`config.mk`:
```
export PLATFORM = sky130hd
export DESIGN_NAME = au_sub_cz
export DESIGN_NICKNAME = d
export VERILOG_FILES = /design/src/rtl/au_sub_cz.sv
export SDC_FILE = /design/constraint.sdc
export NUM_CORES = 1
export LEC_CHECK = 0
export CAP_MARGIN = 20
export CORE_MARGIN = 10
export CORE_UTILIZATION = 39
export CTS_CLUSTER_SIZE = 20
export DETAILED_ROUTE_END_ITERATION = 7
export PLACE_DENSITY = 0.76
export SETUP_SLACK_MARGIN = 0.02
export SYNTH_ARGS = -nofsm -noshare
export SYNTH_HDL_FRONTEND = slang
export SYNTH_SLANG_ARGS = --single-unit
export TNS_END_PERCENT = 20
```
`constraint.sdc`:
```
create_clock -name clk -period 0.9 [get_ports clk]
set_input_delay 0.225 -clock clk [delete_from_list [all_inputs] [get_ports clk]]
set_output_delay 0.225 -clock clk [all_outputs]
set_load 0.02 [all_outputs]
```
`src/rtl/au_sub_cz.sv`:
```
// Registered WIDTH-bit subtractor s = a - b - ci with borrow-out and zero flag.
// ARCH picks the borrow network; define AU_SUB_CZ_ZFULL_EN for an exact (s == 0) zero flag.
module au_sub_cz #(
  parameter int WIDTH = 8,
  parameter int ARCH  = 0
) (
  input  logic             clk,
  input  logic             rst,
  input  logic [WIDTH-1:0] a,
  input  logic [WIDTH-1:0] b,
  input  logic             ci,
  output logic [WIDTH-1:0] s,
  output logic             co,
  output logic             z
);

  localparam int NL = $clog2(WIDTH);

  // w_bor[i] is the borrow into bit i; w_bor[WIDTH] is the borrow-out
  logic [WIDTH:0]   w_bor;
  logic [WIDTH-1:0] w_s;
  logic             w_co;
  logic             w_z;

  // Bit i generates a borrow when a=0,b=1 and passes one through when a==b.
  // The borrow-in is folded into bit 0 so every prefix already includes ci.
  if (ARCH == 1) begin : g_sklansky
    always_comb begin : p_pfx
      logic [WIDTH-1:0] g, p, gp, pp;
      int j;
      g    = ~a & b;
      p    = ~(a ^ b);
      g[0] = g[0] | (p[0] & ci);
      for (int l = 0; l < NL; l++) begin
        gp = g;
        pp = p;
        for (int i = 0; i < WIDTH; i++) begin
          if (((i >> l) & 1) == 1) begin
            j    = ((i >> l) << l) - 1;
            g[i] = gp[i] | (pp[i] & gp[j]);
            p[i] = pp[i] & pp[j];
          end
        end
      end
      w_bor = {g, ci};
    end
  end else if (ARCH == 2) begin : g_kogge_stone
    always_comb begin : p_pfx
      logic [WIDTH-1:0] g, p, gp, pp;
      g    = ~a & b;
      p    = ~(a ^ b);
      g[0] = g[0] | (p[0] & ci);
      for (int l = 0; l < NL; l++) begin
        gp = g;
        pp = p;
        for (int i = 0; i < WIDTH; i++) begin
          if (i >= (1 << l)) begin
            g[i] = gp[i] | (pp[i] & gp[i - (1 << l)]);
            p[i] = pp[i] & pp[i - (1 << l)];
          end
        end
      end
      w_bor = {g, ci};
    end
  end else if (ARCH == 3) begin : g_brent_kung
    always_comb begin : p_pfx
      logic [WIDTH-1:0] g, p, gp, pp;
      g    = ~a & b;
      p    = ~(a ^ b);
      g[0] = g[0] | (p[0] & ci);
      // up-sweep builds power-of-two group terms, down-sweep fills the gaps
      for (int l = 0; l < NL; l++) begin
        gp = g;
        pp = p;
        for (int i = 0; i < WIDTH; i++) begin
          if (((i + 1) % (2 << l)) == 0) begin
            g[i] = gp[i] | (pp[i] & gp[i - (1 << l)]);
            p[i] = pp[i] & pp[i - (1 << l)];
          end
        end
      end
      for (int l = NL - 1; l >= 0; l--) begin
        gp = g;
        pp = p;
        for (int i = 0; i < WIDTH; i++) begin
          if ((((i + 1) % (2 << l)) == (1 << l)) && (i > (1 << l))) begin
            g[i] = gp[i] | (pp[i] & gp[i - (1 << l)]);
            p[i] = pp[i] & pp[i - (1 << l)];
          end
        end
      end
      w_bor = {g, ci};
    end
  end else begin : g_ripple
    always_comb begin : p_pfx
      logic [WIDTH-1:0] g, p;
      g    = ~a & b;
      p    = ~(a ^ b);
      g[0] = g[0] | (p[0] & ci);
      for (int i = 1; i < WIDTH; i++) begin
        g[i] = g[i] | (p[i] & g[i-1]);
      end
      w_bor = {g, ci};
    end
  end

  assign w_s  = a ^ b ^ w_bor[WIDTH-1:0];
  assign w_co = w_bor[WIDTH];

`ifdef AU_SUB_CZ_ZFULL_EN
  assign w_z = ~|w_s;
`else
  // equality tree kept off the borrow path
  assign w_z = ~|(a ^ b);
`endif

  // output register stage
  always_ff @(posedge clk or posedge rst) begin
    if (rst) begin
      s  <= '0;
      co <= 1'b0;
      z  <= 1'b1;
    end else begin
      s  <= w_s;
      co <= w_co;
      z  <= w_z;
    end
  end

endmodule

```
==> results of run 1 <==
## sequential cells by signal, summed over array words and instances, names as in the netlist
signal	count
z	1
co	1
s	8
## metal layers
layer  vias to the layer above  GRT usage  routed length [µm]
li1                        218          -                   -
met1                       213     0.0737                 419
met2                        15      0.143                 755
met3                         2     0.0193                 116
met4                         0     0.0295                  19
met5                         -          0                   0
## synthesized netlist by cell type, drive strengths merged
cell,count,area (µm²)
ha,8,100
dfstp,1,26.3
nor2,1,3.75
fa,8,160
inv,21,78.8
dfrtp,9,225
nand4,2,12.5
## logic make-up after synthesis
kind of cell / count (synthesis) / synth area share
fa+ha+maj: 16 / 0.429
buf+inv: 21 / 0.130
flops: 10 / 0.414
simple gates: 3 / 0.0268
## critical path: stages
cell   delay, ns
buf_8       0.10
inv_4       0.04
fa_2        0.18
inv_2       0.04
fa_2        0.34
fa_2        0.39
fa_2        0.35
fa_2        0.34
fa_2        0.35
fa_2        0.34
inv_2       0.06
fa_1        0.39
## cell usage in the layout, fill, tap and decap left out, types with 2 or more instances in the layout
cell type        count
ha_1                 8
inv_2                9
clkbuf_4             3
buf_8                2
dlygate4sd2_1        2
buf_4               11
dfrtp_1              9
buf_2                8
nand4_1              2
clkdlybuf4s50_1     13
inv_1               11
fa_2                 7
buf_6                3
## layout make-up
class | count | share of cell area
clock buffers | 4 | 0.0261
flip-flops and latches | 10 | 0.250
well taps | 16 | 0.0199
multi-input cells | 19 | 0.292
inverters | 21 | 0.0807
repair buffers | 39 | 0.332
## power groups by stage
stage | logic [W] | registers [W] | clock network (W)
2_1_floorplan | 0.000121 | 0.000648 | 0
3_3_place_gp | 0.000524 | 0.000547 | 0
3_5_place_dp | 0.000543 | 0.000549 | 0
4_1_cts | 0.000489 | 0.000537 | 0.000299
5_1_grt | 0.000553 | 0.000543 | 0.000326
6_report | 0.000497 | 0.000538 | 0.000290
## path summary, 6_finish.rpt
kind,startpoint,endpoint,slack [ns],cells past startpoint
worst max-delay path,b[0],s[7]$_DFF_PP0_,-2.13,12
worst min-delay path,rst,s[5]$_DFF_PP0_,0.28,3
max in group asynchronous,rst,s[4]$_DFF_PP0_,0.50,3
min in group clk,a[0],s[0]$_DFF_PP0_,0.28,2
## what timing repair did
item,4_1_cts,5_1_grt
pin swaps,8,8
resized for setup,67,9
setup buffers,0,0
hold buffers,0,0
endpoints found under the setup margin,20,19
## per-stage QoR
stage	power, W	setup TNS (ns)	worst slack [ns]	instances
4_1_cts	0.00133	-12.40	-2.38	109
5_1_grt	0.00142	-12.06	-2.22	109
6_report	0.00132	-11.24	-2.13	109
2_1_floorplan	0.000769	-10.87	-2.23	50
3_3_place_gp	0.00107	-18.34	-2.75	105
3_5_place_dp	0.00109	-18.67	-2.78	105
==> impl_metrics.ini, run 1 <==
[run_status]
status = finished with violations
violations = setup timing

[floorplan]
core_mm2 = 0.00149
io_pins = 29
rows = 14
die_w_um = 59.4
initial_core_util = 0.408
fp.dieH_um = 59.4
die_area_mm2 = 0.00353

[timing]
fmax_mhz = 330
slew_violations = 0
rsz0062_at_grt = yes
fin_hold_ws_ns = 0.276
hold_viol_final = 0
setup_viol = 19
period_share = 3.36
max_slew_margin = 0.909
min_period_ns = 3.03
fin_ws_ns = -2.13
tightest_slew_ns = 0.136

[logic_synthesis]
ys_ff_latch = 10
syn_area_um2 = 607
synth_cell_types = 7
postSynthCellCount = 50
ys_seq_area_frac = 0.414
ys_warn_count = 0
syn_area_per_cell_um2 = 12.1
synthesis.nets = 85

[drt]
ant_nets = 0
drc = 0
drt_iter0_drc = 4
drt-pass1-iter-count = 4
num_vias = 448
wl_per_cell_um = 12.0
drt_wl_total_um = 1310
viasPerCell = 4.11

[power_and_ir_drop]
switching_share = 0.299
pwr-share-seq = 0.406
power_density_mw_per_mm2 = 1320
p_int_w = 0.000929
pwr-share-clk = 0.219
leakagePower_nw = 0.527
p_switching_w = 0.000396
p_comb_frac = 0.375
vdd_drop_max_uv = 746

[worst_setup_path]
crit_arrival_ns = 3.14
end_kind = register
cp_data_required_time_ns = 1.02
worstSetupPathType = in -> reg
startpoint_type = input pin
critPathMaxFanout = 2

[clock_tree]
root_buffer = clkbuf_4
cts.htree.levels = 1
clk_pin_slew_ns = 0.06
cts_tree = built
cts.sinks = 10
clockBufferDepth = 2
cts_buffers = 3

[cells_and_area]
final_area_mm2 = 0.00101
fin_nets = 129
seqCellArea_um2 = 251
utilization = 0.676
area_delta_synth_final_pct = 66.0
drive_above_1_share = 0.484
fill_cells = 106
multiInputGateArea_um2 = 294
antenna_cells = 0

[global_routing]
grt_pass1_vias = 476
antenna_found_initial = 0
track_usage = 0.0750
grt_pass1_wl_um = 2090
grt_max_degree = 7
overflow = 0

[place]
gp_congestion = 0.726
dpl-instance-area_mm2 = 0.00100
dp_hpwl_um = 1220
io_buffers = 28

[min_path]
min_path_type = in -> async

[job]
drv_cap = 0
No activity file was read; power rests on OpenSTA's default activity.
==> run 2, diff against run 1 <==
--- a/config.mk
+++ b/config.mk
@@ -5,12 +5,13 @@
 export SDC_FILE = /design/constraint.sdc
 export NUM_CORES = 1
 export LEC_CHECK = 0
+export ABC_AREA = 1
 export CAP_MARGIN = 20
 export CORE_MARGIN = 10
 export CORE_UTILIZATION = 39
 export CTS_CLUSTER_SIZE = 20
 export DETAILED_ROUTE_END_ITERATION = 7
-export PLACE_DENSITY = 0.76
+export PLACE_DENSITY = 0.75
 export SETUP_SLACK_MARGIN = 0.02
 export SYNTH_ARGS = -nofsm -noshare
 export SYNTH_HDL_FRONTEND = slang
==> constraint.sdc (replaced) <==
create_clock -name clk -period 3.1 [get_ports clk]
set_input_delay 0.775 -clock clk [delete_from_list [all_inputs] [get_ports clk]]
set_output_delay 0.775 -clock clk [all_outputs]
set_load 0.02 [all_outputs]
==> run 2 against run 1 <==
  * The flow still finishes with violations (setup timing)
  * Wire length barely moved
  * Worst hold slack gained 0.51 ns
  * Combinational power down 69%
  * Design area is 1.4% higher
  * Clock power is 62% lower
  * Via count fell by 0.22%
  * Clock-buffer cell count did not move
==> impl_metrics.ini, run 2 <==
[run_status]
status = finished with violations
violations = setup timing

[timing]
tightest_slew_ns = 0.347
period_share = 1.17
fin_hold_ws_ns = 0.785
rsz0062_at_grt = yes
max_slew_margin = 0.769
fmax_mhz = 277
fin_ws_ns = -0.516
hold_viol_final = 0
setup_viol = 3
min_period_ns = 3.62
slew_violations = 0

[cells_and_area]
final_area_mm2 = 0.00102
antenna_cells = 0
fin_nets = 131
top_register = s
final_cells = 111
area_delta_synth_final_pct = 61.6
largest_reg_flops = 8
final_common_cell = clkdlybuf4s50_1
final_cell_mix = clkdlybuf4s50_1, inv_1, dfrtp_1
largestRegisters = s x8, co x1, z x1
drive_above_1_share = 0.274

[logic_synthesis]
synth_top_area_cell = dfrtp_1
ys_seq_area_frac = 0.398
synthesis.nets = 93
postSynthCellCount = 58
syn_area_per_cell_um2 = 10.9
synth_top_area_share = 0.356
synth_ff_type = dfrtp_1
yosys.cell_count.top_type = inv_1
synthArstFlopShare = 1.00
ys_top_cells_by_area = dfrtp_1, fa_1, ha_1
ys_warn_count = 0
ys_ff_latch = 10
syn_area_um2 = 632
synth_common_cells = inv_1, dfrtp_1, fa_1, ha_1, nand2_1
synth_edf_count = 0
synth_cell_types = 7

[place]
dpl-instance-area_um2 = 982
dp_hpwl_um = 1220
io_buffers = 28
gp_congestion = 0.714
place_inst = 107

[floorplan]
core_mm2 = 0.00152
fp.dieH_um = 60.3
rows = 14
io_pins = 29
die_w_um = 60.3
initial_core_util = 0.415
die_area_mm2 = 0.00363

[global_routing]
track_usage = 0.0756
antenna_found_initial = 0
grt_pass1_vias = 485
grt_max_degree = 11
overflow = 0
grt_pass1_wl_um = 2120

[clock_tree]
cts.htree.levels = 1
cts_tree = built
clk_pin_slew_ns = 0.06
post_cts_buffers = 0
cts.sinks = 10
clockBufferDepth = 2
cts_buffers = 3
holdBufCountCts = 0
root_buffer = clkbuf_4

[min_path]
min_path_type = in -> async

[worst_setup_path]
critPathMaxFanout = 1
worstSetupPathType = in -> reg
startpoint_type = input pin
crit_arrival_ns = 3.74
cp_data_required_time_ns = 3.23
end_kind = register

[drt]
viasPerCell = 4.03
num_vias = 447
drt-pass1-iter-count = 2
ant_nets = 0
drt_wl_total_um = 1310
drt_iter0_drc = 1
wl_per_cell_um = 11.8
drc = 0

[job]
drv_cap = 0

[power_and_ir_drop]
leakagePower_nw = 0.539
vdd_drop_max_uv = 229
power_density_mw_per_mm2 = 412
[run 2: cell families after synthesis]
kind of cell / Yosys count / share of synthesized area
buffers and inverters: 25 / 0.149
adder cells (fa/ha/maj): 16 / 0.412
AND/OR/NAND/NOR: 7 / 0.0416
flip-flops: 10 / 0.398
[run 2: layout make-up]
cell class | count | area, µm²
Clock buffer | 4 | 36.3
Multi-Input combinational cell | 23 | 304
Sequential cell | 10 | 251
Tap cell | 16 | 20.0
Inverter | 25 | 96.3
Timing Repair Buffer | 33 | 313
Fill cell | 121 | 503
[run 2: report_power, final]
group | leakage [nW] | switching (W) | total (W) | internal [W]
Clock | 0.0210 | 0.0000392 | 0.000110 | 0.0000710
Sequential | 0.115 | 0.00000520 | 0.000157 | 0.000152
Combinational | 0.403 | 0.0000739 | 0.000153 | 0.0000796
[run 2: metal layers]
layer	global-route usage	share of wire	vias to the layer above
li1	-	-	223
met4	0.0385	0.016	0
met2	0.141	0.58	13
met5	0	0	-
met1	0.0773	0.32	209
met3	0.0127	0.078	2
[run 2: worst paths after layout]
path	startpoint	to	cells after the start
min	rst	s[2]$_DFF_PP0_	2
max in group asynchronous	rst	z$_DFF_PP1_	2
min in group clk	a[0]	s[0]$_DFF_PP0_	2
max	ci	s[7]$_DFF_PP0_	12
[run 2: metrics by stage]
| stage | total power (W) | TNS [ns] | setup slack, ns | utilization |
|---|---|---|---|---|
| finish | 0.000421 | -1.08 | -0.516 | 0.670 |
| global placement | 0.000309 | -3.35 | -1.10 | 0.644 |
| detailed placement | 0.000314 | -3.55 | -1.15 | 0.644 |
| CTS | 0.000428 | -1.57 | -0.688 | 0.670 |
| global route | 0.000448 | -1.25 | -0.578 | 0.670 |
| floorplan | 0.000227 | -1.19 | -0.584 | - |
[run 2: critical path: stages]
cell and delay, ns:
buf_6 0.09, inv_4 0.04, fa_2 0.18, inv_2 0.04, fa_2 0.39, fa_2 0.39
fa_2 0.34, fa_2 0.34, fa_2 0.34, fa_2 0.34, inv_2 0.06, fa_1 0.39
[run 2: what timing repair did]
action / in CTS / in global routing
cloned: 0 / 0
pin swaps: 8 / 7
resized for setup: 23 / 1
endpoints found under the setup margin: 4 / 4
==> run 3, diff against run 2 <==
--- a/config.mk
+++ b/config.mk
@@ -7,10 +7,13 @@
 export LEC_CHECK = 0
 export ABC_AREA = 1
 export CAP_MARGIN = 20
+export CELL_PAD_IN_SITES_DETAIL_PLACEMENT = 0
+export CELL_PAD_IN_SITES_GLOBAL_PLACEMENT = 1
 export CORE_MARGIN = 10
-export CORE_UTILIZATION = 39
+export CORE_UTILIZATION = 29
 export CTS_CLUSTER_SIZE = 20
 export DETAILED_ROUTE_END_ITERATION = 7
+export HOLD_SLACK_MARGIN = 0.06
 export PLACE_DENSITY = 0.75
 export SETUP_SLACK_MARGIN = 0.02
 export SYNTH_ARGS = -nofsm -noshare
==> run 3 against run 2 <==
  * The run still ends with setup timing left
  * Clock power hardly changed
  * Critical path depth unchanged
  * Fmax is 1.9% higher
  * Design area grew 2.1%
  * Critical path type unchanged
  * Sequential share of layout area fell by 0.50 points
  * Combinational power barely moved
  * Non-clock buffer count is 1 higher
==> impl_metrics.ini, run 3 (same netlist as run 2, synthesis figures left out) <==
[run_status]
status = finished with violations
violations = setup timing

[clock_tree]
cts.sinks = 10
post_cts_buffers = 0
cts_tree = built
clk_pin_slew_ns = 0.06
root_buffer = clkbuf_4
clockBufferDepth = 2
cts_buffers = 3
holdBufCountCts = 0
cts.htree.levels = 1

[global_routing]
grt_pass1_vias = 465
antenna_found_initial = 0
grt_pass1_wl_um = 1960
overflow = 0
grt_max_degree = 11
track_usage = 0.0580

[place]
dpl-instance-area_mm2 = 0.00100
io_buffers = 28
dp_hpwl_um = 1180
place_inst = 119
gp_congestion = 0.702

[drt]
wl_met3_um = 110
drt_iter0_drc = 3
wl_met1_um = 368
drt_wl_total_um = 1230
topRoutingLayerUsed = met4
drc = 0
dr_wl_met2_um = 735
wl_per_cell_um = 10.0
num_vias = 438
ant_nets = 0
viasPerCell = 3.56
drt-pass1-iter-count = 3

[power_and_ir_drop]
vdd_drop_max_uv = 234
leakagePower_nw = 0.544
p_switching_w = 0.000117
p_comb_frac = 0.365
p_int_w = 0.000303
power_density_mw_per_mm2 = 403
switching_share = 0.279
pwr-share-seq = 0.372
pwr-share-clk = 0.263

[timing]
tightest_slew_ns = 0.345
hold_viol_final = 0
min_period_ns = 3.55
fmax_mhz = 282
max_slew_margin = 0.770
slew_violations = 0
rsz0062_at_grt = yes
period_share = 1.15
fin_ws_ns = -0.450
setup_viol = 3
fin_hold_ws_ns = 0.782

[job]
drv_cap = 0

[cells_and_area]
final_common_cell = clkdlybuf4s50_1
final_area_mm2 = 0.00104
fill_cells = 185
largestRegisters = s x8, co x1, z x1
antenna_cells = 0
area_delta_synth_final_pct = 65.0
multiInputGateArea_um2 = 304
final_cell_mix = clkdlybuf4s50_1, inv_1, dfrtp_1
final_cells = 123
fin_nets = 132
top_register = s
largest_reg_flops = 8
drive_above_1_share = 0.281
seqCellArea_um2 = 251

[floorplan]
core_mm2 = 0.00202
die_w_um = 66.7
rows = 16
fp.dieH_um = 66.7
io_pins = 29
die_area_mm2 = 0.00445
initial_core_util = 0.313

[worst_setup_path]
end_kind = register
startpoint_type = input pin
crit_arrival_ns = 3.68
critPathMaxFanout = 1
cp_data_required_time_ns = 3.23
worstSetupPathType = in -> reg

[min_path]
min_path_type = in -> async
-- run 3: cell count changes in the layout (fill, tap and decap cells not counted), sizes merged --
cell / before / now
buf: 8 / 9
-- run 3: power by group through the flow --
stage                     Clock [W]  Sequential, W  Combinational (W)
final                      0.000110       0.000156           0.000153
after global routing       0.000120       0.000158           0.000172
after CTS                  0.000112       0.000157           0.000158
after detailed placement          0       0.000159           0.000155
after global placement            0       0.000159           0.000152
after floorplan                   0       0.000188          0.0000388
-- run 3: layout make-up --
class,instances,share of cell area
Tap cell,27,0.0324
Timing Repair Buffer,34,0.307
Inverter,25,0.0924
Clock buffer,4,0.0348
Sequential cell,10,0.241
Multi-Input combinational cell,23,0.292
-- run 3: worst max-delay path by stage --
stage               startpoint             end  slack [ns]  cells after the start
floorplan                 b[0]  s[7]$_DFF_PP0_       -0.58                     11
finish                      ci  s[7]$_DFF_PP0_       -0.45                     12
global route                ci  s[7]$_DFF_PP0_       -0.53                     12
global placement          a[0]  s[7]$_DFF_PP0_       -1.11                     11
CTS                         ci  s[7]$_DFF_PP0_       -0.79                     12
detailed placement        a[0]  s[7]$_DFF_PP0_       -1.17                     11
-- run 3: critical path, stage by stage --
cell and delay [ns]:
buf_6 0.09, inv_4 0.04, fa_2 0.19, inv_2 0.04
fa_2 0.33, fa_2 0.37, fa_2 0.35, fa_2 0.34
fa_2 0.35, fa_2 0.34, inv_2 0.06, fa_1 0.40
-- run 3: what timing repair did --
| item | 4_1_cts | 5_1_grt |
|---|---|---|
| pin swaps | 8 | 7 |
| cloned | 0 | 0 |
| gates resized for setup | 23 | 1 |
| endpoints found under the setup margin | 4 | 4 |
-- run 3: per-layer routing --
| metal | GRT usage | up-vias |
|---|---|---|
| met2 | 0.113 | 11 |
| li1 | - | 225 |
| met1 | 0.0460 | 198 |
| met4 | 0.0393 | 0 |
| met3 | 0.0217 | 4 |
| met5 | 0 | - |
-- run 3: per-stage QoR --
step	total power [W]	TNS (ns)	util	setup slack (ns)
after floorplan	0.000227	-1.19	-	-0.584
after global placement	0.000311	-3.40	0.496	-1.11
after detailed placement	0.000314	-3.64	0.496	-1.17
final	0.000420	-0.856	0.515	-0.450
after CTS	0.000427	-1.95	0.515	-0.787
after global routing	0.000450	-1.09	0.515	-0.531
==> patch (config.mk and constraints of run 2) <==
Build with the macro `AU_SUB_CZ_ZFULL_EN` defined.
--- a/src/rtl/au_sub_cz.sv
+++ b/src/rtl/au_sub_cz.sv
@@ -1,4 +1,6 @@
 // Registered WIDTH-bit subtractor s = a - b - ci with borrow-out and zero flag.
 // ARCH picks the borrow network; define AU_SUB_CZ_ZFULL_EN for an exact (s == 0) zero flag.
+`define AU_SUB_CZ_ZFULL_EN
+
 module au_sub_cz #(
   parameter int WIDTH = 8,
Formal check against the unedited RTL: not equivalent (Yosys sat finds a counterexample within 4 cycles, from zero or initial values and one cycle with rst high).
==> patch against run 2 <==
  * The run still ends with negative setup slack left
  * Worst setup slack got worse by 0.26 ns
  * Global-route usage increased by 0.83 points
  * Routed wire length decreased by 9.5%
  * Total power decreased by 4.1%
  * Count of clock-buffer cells in the layout unchanged
  * Sequential power about the same
  * Hold slack got worse by 0.0071 ns
  * Sequential cell count unchanged
  * Cell area decreased by 16%
  * Synthesized area decreased by 18%
  * Die area decreased by 12%
  * Critical path type unchanged
==> patch: results (changes against run 2) <==
| Metric | Value |
|---|---|
| PostCTS Resize Cnt | `16 (-30%)` |
| Proportion of cell area occupied by multi-input gates | `0.2438 (-0.05400)` |
| Synth top cells by count | `20 x inv_1, 9 x dfrtp_1, 8 x fa_1` |
| Via count | `387 (-13%)` |
| Finish-stage setup viols | `4 (+1)` |
| First-pass GRT wire length | `2070 um (-2.3%)` |
| Arrival @ worst endpoint | `4.08 ns (+0.34 ns)` |
| Post-detailed-routing wire length | `1187 um (-9.5%)` |
| Filler cells | `116 (-4.1%)` |
| Global Route Usage Sum | `0.08383 (+0.008250)` |
| Worst slack at placement | `-1.573 ns (-0.4258 ns)` |
| Sequential area share after synthesis | `0.4843 (+0.08632)` |
| Final HPWL from detailed placement | `1100 um (-9.9%)` |
| Seq/total area | `0.2934 (+0.04711)` |
| Initial DRT Pass Iterations | `1 (-1)` |
| Final GP Congestion | `0.6216 (-13%)` |
| Share of post-route cells with drive strength above 1 | `0.2564 (-0.01727)` |
| Unique masters post-synth | `8 (+1)` |
| Initial DRC count | `0 (-1)` |
| Actual transition at the worst max-transition pin | `0.3444 ns (-0.002426 ns)` |
| Total number of multi-input combinational cells | `15 (-35%)` |
| Final setup margin | `-0.7785 ns (-0.2626 ns)` |
| Synthesized Nets | `73 (-22%)` |
| Run status | `finished, violations left` |
| Clock buffers and inverters, area share | `0.03066 (-0.004882)` |
| Leakage power | `0.4298 nW (-20%)` |
| Top area cells in the synthesized netlist | `dfrtp_1 43%, fa_1 31%, inv_1 14%` |
| Failing checks | `negative setup slack` |
| Worst vdd ir | `0.0001659 V (-28%)` |
[patch: per-stage QoR]
stage | instances | cell area [um^2] | hold WS, ns
final | 93 | 857.1 | 0.7781
after global routing | 93 | 857.1 | 0.8204
after CTS | 93 | 852.1 | 0.7986
after detailed placement | 89 | 833.3 | 1.076
after global placement | 89 | 833.3 | 1.063
after floorplan | 46 | 534.3 | 0.6145
[patch: metal layers]
layer  track usage  wire length, um  vias up  part of all wire
met3       0.03146              140        7              0.12
met1       0.07059              371      177              0.31
li1              -                -      181                 -
met2        0.1395              600       22              0.51
met4       0.09278               75        0             0.063
met5             0                0        -                 0
[patch: cells by family after synthesis]
family / after synthesis / share of synthesized area
fa+ha+maj: 8 / 0.3084
buf+inv: 21 / 0.1518
flops: 10 / 0.4844
simple gates: 7 / 0.05543
[patch: critical path: stages]
cell and delay, ns:
buf_6 0.09, fa_2 0.37, fa_2 0.34, fa_2 0.35
fa_2 0.35, fa_2 0.34, fa_2 0.35, fa_2 0.34
inv_2 0.06, fa_1 0.43, nor2_2 0.09, nand2_1 0.07
nor2_2 0.09
[patch: path summary, 6_finish.rpt]
kind | startpoint | to | slack, ns | cells after the start
setup / recovery | ci | z$_DFF_PP1_ | -0.78 | 13
hold / removal | rst | s[4]$_DFF_PP0_ | 0.78 | 2
min in group clk | ci | s[0]$_DFF_PP0_ | 0.89 | 3
max in group asynchronous | rst | z$_DFF_PP1_ | 2.02 | 2
[patch: power by group]
| group | leakage [nW] | internal, mW | switching [mW] |
|---|---|---|---|
| combinational | 0.300 | 0.0791 | 0.0752 |
| sequential | 0.115 | 0.152 | 0.00557 |
| clock | 0.0150 | 0.0497 | 0.0420 |
